## src/rtl/apb_pkg.sv

```systemverilog
// Shared types and error-cause codes for the APB register bridge.
package apb_pkg;

  typedef enum logic [1:0] {IDLE, REQ, WAIT, RESP} bridge_state_e;
  typedef enum logic [1:0] {RW, RO, WO} acc_mode_e;

  localparam int unsigned APB_ERR_W = 3;
  localparam logic [APB_ERR_W-1:0] APB_ERR_NONE     = 3'd0;
  localparam logic [APB_ERR_W-1:0] APB_ERR_MISALIGN = 3'd1;
  localparam logic [APB_ERR_W-1:0] APB_ERR_RANGE    = 3'd2;
  localparam logic [APB_ERR_W-1:0] APB_ERR_RO       = 3'd3;
  localparam logic [APB_ERR_W-1:0] APB_ERR_WO       = 3'd4;
  localparam logic [APB_ERR_W-1:0] APB_ERR_RSTRB    = 3'd5;
  localparam logic [APB_ERR_W-1:0] APB_ERR_RSVD     = 3'd6;

  // A register flagged both read-only and write-only is treated as read-only.
  function automatic acc_mode_e mode_of(input logic ro, input logic wo);
    if (ro)      return RO;
    else if (wo) return WO;
    else         return RW;
  endfunction

endpackage

```

## src/rtl/apb_addr_decode.sv

```systemverilog
// Combinational address decode and per-register access legality check.
module apb_addr_decode
  import apb_pkg::*;
#(
  parameter int unsigned              ADDR_W    = 12,
  parameter int unsigned              DATA_W    = 32,
  parameter int unsigned              N_REGS    = 5,
  parameter int unsigned              ADDR_BASE = 0,
  parameter logic [N_REGS-1:0]        RO_MASK   = '0,
  parameter logic [N_REGS-1:0]        WO_MASK   = '0,
  parameter logic [N_REGS*DATA_W-1:0] RSVD_MASK = '0,
  parameter int unsigned              IDX_W     = 1
) (
  input  logic [ADDR_W-1:0]    paddr,
  input  logic                 pwrite,
  input  logic [DATA_W/8-1:0]  pstrb,
  input  logic [DATA_W-1:0]    pwdata,
  output logic [IDX_W-1:0]     idx,
  output logic                 legal,
  output logic [APB_ERR_W-1:0] cause
);

  localparam int unsigned STRB_W = DATA_W / 8;

  logic [ADDR_W-1:0] offset;
  logic [ADDR_W-1:0] word;
  logic              hit;
  acc_mode_e         mode;
  logic [DATA_W-1:0] rsvd;
  logic [DATA_W-1:0] lane_mask;

  always_comb begin
    offset    = paddr - ADDR_W'(ADDR_BASE);
    word      = offset >> 2;
    idx       = '0;
    hit       = 1'b0;
    mode      = RW;
    rsvd      = '0;
    lane_mask = '0;
    for (int unsigned i = 0; i < N_REGS; i++) begin
      if (word == ADDR_W'(i)) begin
        idx  = IDX_W'(i);
        hit  = 1'b1;
        mode = mode_of(RO_MASK[i], WO_MASK[i]);
        rsvd = RSVD_MASK[i*DATA_W +: DATA_W];
      end
    end
    // Addresses below the base wrap around in the subtraction; reject them explicitly.
    if (paddr < ADDR_W'(ADDR_BASE)) hit = 1'b0;
    for (int unsigned b = 0; b < STRB_W; b++) lane_mask[b*8 +: 8] = {8{pstrb[b]}};

    cause = APB_ERR_NONE;
    if (paddr[1:0] != 2'b00)                            cause = APB_ERR_MISALIGN;
    else if (!hit)                                      cause = APB_ERR_RANGE;
    else if (pwrite && mode == RO)                      cause = APB_ERR_RO;
    else if (!pwrite && mode == WO)                     cause = APB_ERR_WO;
    else if (!pwrite && pstrb != '0)                    cause = APB_ERR_RSTRB;
    else if (pwrite && |(pwdata & rsvd & lane_mask))    cause = APB_ERR_RSVD;
    legal = (cause == APB_ERR_NONE);
  end

endmodule

```

## src/rtl/apb_reg_bridge.sv

```systemverilog
// APB4 completer front-end: decodes register accesses, runs a req/ack
// handshake to the register bank and bounds bank latency with a timeout.
module apb_reg_bridge
  import apb_pkg::*;
#(
  parameter int unsigned              ADDR_W    = 12,
  parameter int unsigned              DATA_W    = 32,
  parameter int unsigned              N_REGS    = 5,
  parameter int unsigned              ADDR_BASE = 0,
  parameter logic [N_REGS-1:0]        RO_MASK   = 5'b10010,
  parameter logic [N_REGS-1:0]        WO_MASK   = 5'b00000,
  parameter logic [N_REGS*DATA_W-1:0] RSVD_MASK = '0,
  parameter int unsigned              TIMEOUT   = 16,
  localparam int unsigned             IDX_W     = (N_REGS > 1) ? $clog2(N_REGS) : 1
) (
  input  logic                pclk,
  input  logic                preset,
  input  logic                psel,
  input  logic                penable,
  input  logic                pwrite,
  input  logic [ADDR_W-1:0]   paddr,
  input  logic [DATA_W/8-1:0] pstrb,
  input  logic [DATA_W-1:0]   pwdata,
  output logic                pready,
  output logic                pslverr,
  output logic [DATA_W-1:0]   prdata,
  output logic                reg_req_o,
  output logic                reg_we_o,
  output logic [IDX_W-1:0]    reg_idx_o,
  output logic [DATA_W/8-1:0] reg_be_o,
  output logic [DATA_W-1:0]   reg_wdata_o,
  input  logic                reg_ack_i,
  input  logic [DATA_W-1:0]   reg_rdata_i,
  input  logic                reg_err_i
);

  localparam int unsigned CNT_W  = $clog2(TIMEOUT + 1);
  localparam int unsigned STRB_W = DATA_W / 8;

  bridge_state_e       state_q, state_d;
  logic [CNT_W-1:0]    cnt_q, cnt_d;
  logic                req_q, req_d;
  logic                we_q, we_d;
  logic [IDX_W-1:0]    idx_q, idx_d;
  logic [STRB_W-1:0]   be_q, be_d;
  logic [DATA_W-1:0]   wdata_q, wdata_d;
  logic                pready_q, pready_d;
  logic                pslverr_q, pslverr_d;
  logic [DATA_W-1:0]   prdata_q, prdata_d;

  logic [IDX_W-1:0]     dec_idx;
  logic                 dec_legal;
  logic [APB_ERR_W-1:0] dec_cause;

  apb_addr_decode #(
    .ADDR_W    (ADDR_W),
    .DATA_W    (DATA_W),
    .N_REGS    (N_REGS),
    .ADDR_BASE (ADDR_BASE),
    .RO_MASK   (RO_MASK),
    .WO_MASK   (WO_MASK),
    .RSVD_MASK (RSVD_MASK),
    .IDX_W     (IDX_W)
  ) u_decode (
    .paddr  (paddr),
    .pwrite (pwrite),
    .pstrb  (pstrb),
    .pwdata (pwdata),
    .idx    (dec_idx),
    .legal  (dec_legal),
    .cause  (dec_cause)
  );

  always_comb begin
    state_d   = state_q;
    cnt_d     = cnt_q;
    req_d     = 1'b0;
    we_d      = we_q;
    idx_d     = idx_q;
    be_d      = be_q;
    wdata_d   = wdata_q;
    pready_d  = 1'b0;
    pslverr_d = 1'b0;
    prdata_d  = '0;

    unique case (state_q)
      IDLE: begin
        cnt_d   = '0;
        we_d    = 1'b0;
        idx_d   = '0;
        be_d    = '0;
        wdata_d = '0;
        if (psel && !penable) begin
          if (dec_legal) begin
            state_d = REQ;
            req_d   = 1'b1;
            we_d    = pwrite;
            idx_d   = dec_idx;
            be_d    = pwrite ? pstrb : '0;
            wdata_d = pwrite ? pwdata : '0;
          end else begin
            state_d   = RESP;
            pready_d  = 1'b1;
            pslverr_d = 1'b1;
          end
        end
      end
      REQ, WAIT: begin
        if (!psel) begin
          state_d = IDLE;
          cnt_d   = '0;
          we_d    = 1'b0;
          idx_d   = '0;
          be_d    = '0;
          wdata_d = '0;
        end else if (reg_ack_i) begin
          state_d   = RESP;
          pready_d  = 1'b1;
          pslverr_d = reg_err_i;
          prdata_d  = we_q ? '0 : reg_rdata_i;
        end else if (state_q == REQ) begin
          state_d = WAIT;
          cnt_d   = CNT_W'(1);
        end else if (cnt_q == CNT_W'(TIMEOUT)) begin
          state_d   = RESP;
          pready_d  = 1'b1;
          pslverr_d = 1'b1;
        end else begin
          cnt_d = cnt_q + 1'b1;
        end
      end
      RESP: begin
        state_d = IDLE;
        cnt_d   = '0;
        we_d    = 1'b0;
        idx_d   = '0;
        be_d    = '0;
        wdata_d = '0;
      end
      default: state_d = IDLE;
    endcase
  end

  always_ff @(posedge pclk) begin
    if (preset) begin
      state_q   <= IDLE;
      cnt_q     <= '0;
      req_q     <= 1'b0;
      we_q      <= 1'b0;
      idx_q     <= '0;
      be_q      <= '0;
      wdata_q   <= '0;
      pready_q  <= 1'b0;
      pslverr_q <= 1'b0;
      prdata_q  <= '0;
    end else begin
      state_q   <= state_d;
      cnt_q     <= cnt_d;
      req_q     <= req_d;
      we_q      <= we_d;
      idx_q     <= idx_d;
      be_q      <= be_d;
      wdata_q   <= wdata_d;
      pready_q  <= pready_d;
      pslverr_q <= pslverr_d;
      prdata_q  <= prdata_d;
    end
  end

  assign pready      = pready_q;
  assign pslverr     = pslverr_q;
  assign prdata      = prdata_q;
  assign reg_req_o   = req_q;
  assign reg_we_o    = we_q;
  assign reg_idx_o   = idx_q;
  assign reg_be_o    = be_q;
  assign reg_wdata_o = wdata_q;

  // The decoder's legal flag and its cause code must never disagree.
  a_decode_consistent: assert property (@(posedge pclk) disable iff (preset)
    dec_legal == (dec_cause == APB_ERR_NONE));

endmodule
```

## config.mk

```make
export PLATFORM = sky130hd
export DESIGN_NAME = apb_reg_bridge
export DESIGN_NICKNAME = d
export VERILOG_FILES = /design/src/rtl/apb_pkg.sv /design/src/rtl/apb_addr_decode.sv /design/src/rtl/apb_reg_bridge.sv
export SDC_FILE = /design/constraint.sdc
export NUM_CORES = 1
export LEC_CHECK = 0
export CORE_MARGIN = 2
export CORE_UTILIZATION = 41
export CTS_CLUSTER_SIZE = 12
export DETAILED_ROUTE_END_ITERATION = 10
export PLACE_DENSITY = 0.85
export SYNTH_ARGS = -nofsm -noshare
export SYNTH_HDL_FRONTEND = slang
export SYNTH_SLANG_ARGS = --single-unit
```

## constraint.sdc

```tcl
create_clock -name pclk -period 3 [get_ports pclk]
set_input_delay 0.75 -clock pclk [delete_from_list [all_inputs] [get_ports pclk]]
set_output_delay 0.75 -clock pclk [all_outputs]
set_load 0.05 [all_outputs]
```

==> results of run 1 <==
[power by group through the flow]
| stage | Sequential, mW | Clock (mW) | Combinational [mW] |
|---|---|---|---|
| 2_1_floorplan | 1.29 | 0 | 0.282 |
| 3_3_place_gp | 1.19 | 0 | 0.603 |
| 3_5_place_dp | 1.19 | 0 | 0.617 |
| 4_1_cts | 1.17 | 0.857 | 0.619 |
| 5_1_grt | 1.17 | 0.910 | 0.672 |
| 6_report | 1.16 | 0.830 | 0.617 |
[worst paths after layout]
kind	startpoint	end	slack [ns]	depth (start not counted)
max reg2reg	state_q[1]	prdata[0]	1.04	6
min	reg_idx_o[2]	reg_idx_o[2]	0.47	2
max	reg_we_o	reg_we_o	0.66	1
min reg2reg	reg_idx_o[2]	reg_idx_o[2]	0.47	2
[layout make-up]
cell class / count / area, um2 / share of cell area, %
flip-flops and latches: 82 / 1640 / 34.6
inverters: 8 / 30.0 / 0.633
clock inverters: 6 / 70.1 / 1.48
well taps: 80 / 100 / 2.11
multi-input cells: 138 / 1090 / 23.1
repair buffers: 165 / 1670 / 35.2
clock buffers: 10 / 138 / 2.90
[routing by layer]
layer | share of wire [%] | GRT usage (%)
met1 | 38 | 22.4
met2 | 48 | 34.0
met3 | 12 | 11.1
met4 | 1.7 | 6.01
met5 | 0 | 0
[sequential cells by signal, summed over array words and instances (netlist names)]
name and count:
reg_wdata_o 32, reg_req_o 1, cnt_q 5, pready 1, reg_idx_o 3, pslverr 1, reg_be_o 4, prdata 32
state_q 2, reg_we_o 1
[layout by cell type (no fill, tap or decap), types with 2 or more instances in the layout]
cell type / count
and2_1: 32
nor4_4: 2
clkdlybuf4s50_1: 161
buf_12: 2
nand2_1: 2
dfxtp_1: 82
clkbuf_8: 10
inv_1: 8
mux2i_1: 2
a22o_1: 36
nor3_1: 4
inv_6: 4
nand3b_1: 2
nor3b_1: 2
nor2_1: 8
xor2_1: 2
a21oi_1: 4
nand3_1: 5
a32o_1: 2
buf_4: 2
a211oi_1: 3
a21o_1: 2
ha_1: 7
[metrics by stage]
stage	instances	cell area, um2	setup slack, ns
global placement	473	4530	0.482
global route	489	4740	0.608
CTS	489	4740	0.651
finish	489	4740	0.657
floorplan	240	2840	0.924
detailed placement	473	4530	0.417
[tightest hold or removal path, delay by kind of cell (launching register included)]
family,cells,cell delay [ns]
simple gates,1,0.06
flops,1,0.32
compound gates,1,0.06
[kinds of logic (layout without fill, tap and decap cells)]
group	after synthesis	after routing	synth area share (%)
flip-flops	82	82	57.7
AND/OR/NAND/NOR	71	71	17.1
AO/OA/AOI/OAI	55	55	16.5
buffers and inverters	20	189	4.00
adder cells (fa/ha/maj)	7	7	3.08
XOR/XNOR	3	3	0.924
multiplexers	2	2	0.704
==> summary.txt, run 1 <==
Power and ir drop
  • Sw Share: 30.2%
  • Final Total Pwr: 2.61 mW
  • P_sw: 0.788 mW
  • Pint: 1.82 mW
  • Sequential share of power: 44.6%
  • Combinational power share: 23.6%
  • Leak: 1.81 nW
  • VDD IR-drop max: 0.000390 V
  • Clock Power Share: 31.8%
  • Power density cells: 551 mW/mm2

Yosys
  • Post-synth top area cell: dfxtp_1
  • Area of the mapped netlist: 0.00284 mm2
  • Top_reg_cell synth: dfxtp_1
  • Synthesized flop and latch total: 82
  • Synth warn: 0
  • FFs w/ async S/R, synth: 0%
  • Syn Inst Count: 240
  • Most common cell in the netlist: dfxtp_1
  • Synth Net Count: 334
  • Synth cell count leaders: 82 x dfxtp_1, 36 x a22o_1, 32 x and2_1, 8 x inv_1, 8 x nor2_1
  • Seq/Total Area, Yosys: 57.7%
  • Synth unique cells: 44
  • Syn avg cell area: 11.8 um2
  • Top cell type's share of synthesized area: 57.7%
  • Number of synthesized flops with an enable pin: 0
  • Top cells by area, synth: dfxtp_1 58%, a22o_1 11%, and2_1 7.0%

Worst setup path
  • Worst-path fanout max: 3
  • CP peak stage delay: 0.85 ns
  • Bufs and invs on worst path: 1
  • CP max stage cell: clkdlybuf4s50_1
  • Kind of cell adding the most delay to the critical path: buffers and inverters
  • Critical Path RT: 2.25 ns
  • CP Cell Sequence: clkdlybuf4s50_1
  • Crit path arrival time: 1.59 ns
  • Setup CP Type: reg2out
  • Crit end category: output port
  • Startpoint types: flop

Global route
  • First-pass GRT wire length: 11.9 mm
  • Largest net degree at the start of global routing: 38
  • Gr usage total: 20.4%
  • Total grt overflow: 0
  • Antenna violations before repair: 0
  • Vias in the first global route: 2486

Drt
  • Vias per cell: 5.03
  • Vias: 2460
  • Wire per inst: 15.5 um
  • Number of DRC markers in iteration 0: 82
  • DRC errors left: 0
  • DRT antenna net count: 0
  • Total Wirelength: 7.59 mm
  • Pre-antenna DRT Iters: 4

Finish
  • Fin util: 70.2%
  • Filler Cell Count: 513
  • Final nets: 498
  • Share of layout cells above drive strength 1: 7.09%
  • Area growth syn-to-layout: 66.7%
  • Number of diodes: 0

CTS
  • Post-cts repair resize count: 0
  • # hold bufs at CTS: 0
  • Clk slew on worst S/H paths: 0.08 ns
  • Skew-Pair Late Insertion Delay: 0.35 ns
  • Post-CTS Setup Repair Bufs: 0
  • CTS tree: built
  • Cts bufs inserted: 9
  • Root buffer cell: clkbuf_8
  • Clk sinks: 82
  • H-tree levels: 3
  • Clock Path Buffers: 2

Status
  • Outcome: complete, no violations

Floorplan
  • Full die area: 0.00762 mm2
  • Die height: 87.3 um
  • IO Pins: 162
  • Die W: 87.3 um
  • Starting Density: 42.1%
  • Core Region: 0.00676 mm2
  • Row cnt: 30

STA
  • Worst-Margin Slew: 0.564 ns
  • Final period utilization: 78.1%
  • RSZ-0062 raised after global routing: false
  • Final setup vio count: 0
  • Final slew viol count: 0
  • Relative slew margins: 62.3%
  • Final setup TNS: 0 ns
  • Final Critical Period: 2.34 ns
  • FMAX: 427 MHz
  • Final Hold Fails: 0
  • Fin Clk Skew: 0.00843 ns
  • Worst hold margin: 0.475 ns

Place
  • Port Buf Inserts: 161
  • Final Wtd Congestion: 0.785
  • Dpl hpwl: 5.80 mm

Min path
  • HP Class: reg2reg

Job
  • Maxcap violations: 0
Note: power is estimated with default switching activity, not from simulation.
==> run 2, diff against run 1 <==
CORE_UTILIZATION = 34   (was 41)
PLACE_DENSITY = 0.76   (was 0.85)
clock period = 1.88 ns   (was 3 ns; I/O delays follow)
==> summary.txt, run 2 (same netlist as run 1, synthesis figures left out) <==
Worst setup path
  • Critical Path RT: 2.16 ns
  • Crit path arrival time: 2.09 ns
  • Worst-path fanout max: 4
  • Crit end category: flop
  • Startpoint types: input port
  • Setup CP Type: in2reg

Global route
  • Antenna violations before repair: 0
  • Total grt overflow: 0
  • Vias in the first global route: 2566
  • First-pass GRT wire length: 12.0 mm
  • Largest net degree at the start of global routing: 33
  • Gr usage total: 17.2%

Place
  • Dpl hpwl: 5.79 mm
  • Port Buf Inserts: 161
  • Final Wtd Congestion: 0.704
  • Placed inst area: 0.00454 mm2

CTS
  • Clk sinks: 82
  • H-tree levels: 3
  • Skew-Pair Late Insertion Delay: 0.34 ns
  • Clock Path Buffers: 2
  • Cts bufs inserted: 9
  • # hold bufs at CTS: 0
  • Clk slew on worst S/H paths: 0.09 ns
  • CTS tree: built
  • Root buffer cell: clkbuf_8

STA
  • Final slew viol count: 0
  • Final Hold Fails: 0
  • Final Critical Period: 1.81 ns
  • FMAX: 552 MHz
  • Final setup vio count: 0
  • Fin Clk Skew: 0.00963 ns
  • Relative slew margins: 77.0%
  • Worst-Margin Slew: 0.344 ns
  • Final period utilization: 96.4%

Min path
  • HP Class: in2reg

Power and ir drop
  • Final Total Pwr: 4.40 mW
  • Power density cells: 890 mW/mm2
  • VDD IR-drop max: 0.000401 V
  • Leak: 2.19 nW

Drt
  • Wire per inst: 14.4 um
  • Routed wl met2: 3.99 mm
  • Number of DRC markers in iteration 0: 55
  • Pre-antenna DRT Iters: 4
  • Met1 Wirelength: 3.01 mm
  • Total Wirelength: 7.87 mm
  • Met3 wire length: 780 um
  • Vias per cell: 4.68
  • DRC errors left: 0
  • Vias: 2553
  • Highest Signal Layer: met4
  • DRT antenna net count: 0

Finish
  • Share of layout cells above drive strength 1: 32.0%
  • Most frequent cells in the layout: 103 x buf_4, 80 x dfxtp_1, 76 x clkdlybuf4s50_1
  • Final nets: 529
  • Number of diodes: 0
  • Filler Cell Count: 674
  • Final Cell Area: 0.00494 mm2
  • Area growth syn-to-layout: 73.7%
  • Most common cell after layout, fill and taps aside: buf_4

Job
  • Maxcap violations: 0

Floorplan
  • Core Region: 0.00818 mm2
  • Die height: 95.5 um
  • Die W: 95.5 um
  • Full die area: 0.00911 mm2
  • Row cnt: 33
  • Starting Density: 34.8%
  • IO Pins: 162

Status
  • Outcome: complete, no violations
run 2: final cells by class:
| type | instances | area, um2 | share of cell area (%) |
|---|---|---|---|
| clock buffer | 9 | 124 | 2.51 |
| clock inverter | 7 | 85.1 | 1.72 |
| inverter | 8 | 32.5 | 0.659 |
| multi-input combinational | 138 | 1140 | 23.1 |
| sequential | 82 | 1650 | 33.3 |
| tap | 105 | 131 | 2.66 |
| timing repair buffer | 196 | 1780 | 36.0 |
run 2: worst paths after layout:
path / end / slack (ns) / depth (start not counted) / startpoint
hold / removal: reg_be_o[1] / 0.43 / 2 / pstrb[1]
setup / recovery: reg_idx_o[2] / 0.07 / 7 / paddr[7]
hold reg to reg: reg_idx_o[1] / 0.48 / 1 / reg_idx_o[1]
setup reg to reg: reg_wdata_o[21] / 0.12 / 7 / state_q[1]
run 2: metal layers:
metal  vias up  track usage [%]
met2       111             30.7
met4         0             5.83
met5         -                0
li1       1256                -
met1      1178             18.7
met3         8             6.25
run 2: power by group:
group | internal, mW | switching, mW
Sequential | 1.82 | 0.0431
Clock | 0.637 | 0.676
Combinational | 0.597 | 0.622
run 2: stage by stage:
step,setup slack (ns),hold slack (ns),instances,setup TNS (ns),util (%)
floorplan,0.0445,0.471,240,0,-
global placement,-0.316,0.462,518,-16.74,55.5
detailed placement,-0.393,0.465,518,-18.30,55.5
CTS,0.000733,0.489,543,0,59.8
global route,-0.00815,0.441,545,-0.0121,60.4
finish,0.0675,0.435,545,0,60.4
run 2: repair_timing:
item	in CTS	in global routing
pin swaps	6	8
buffers inserted	7	3
endpoints found under the hold margin	0	0
gates resized for setup	10	15
gates cloned	2	0
endpoints found under the setup margin	12	40
run 2: critical path: stages:
cell and delay [ns]:
clkdlybuf4s50_1 0.40, nor3_1 0.19, buf_4 0.15, nand2_2 0.07
buf_4 0.16, or4_1 0.52, a21oi_1 0.13
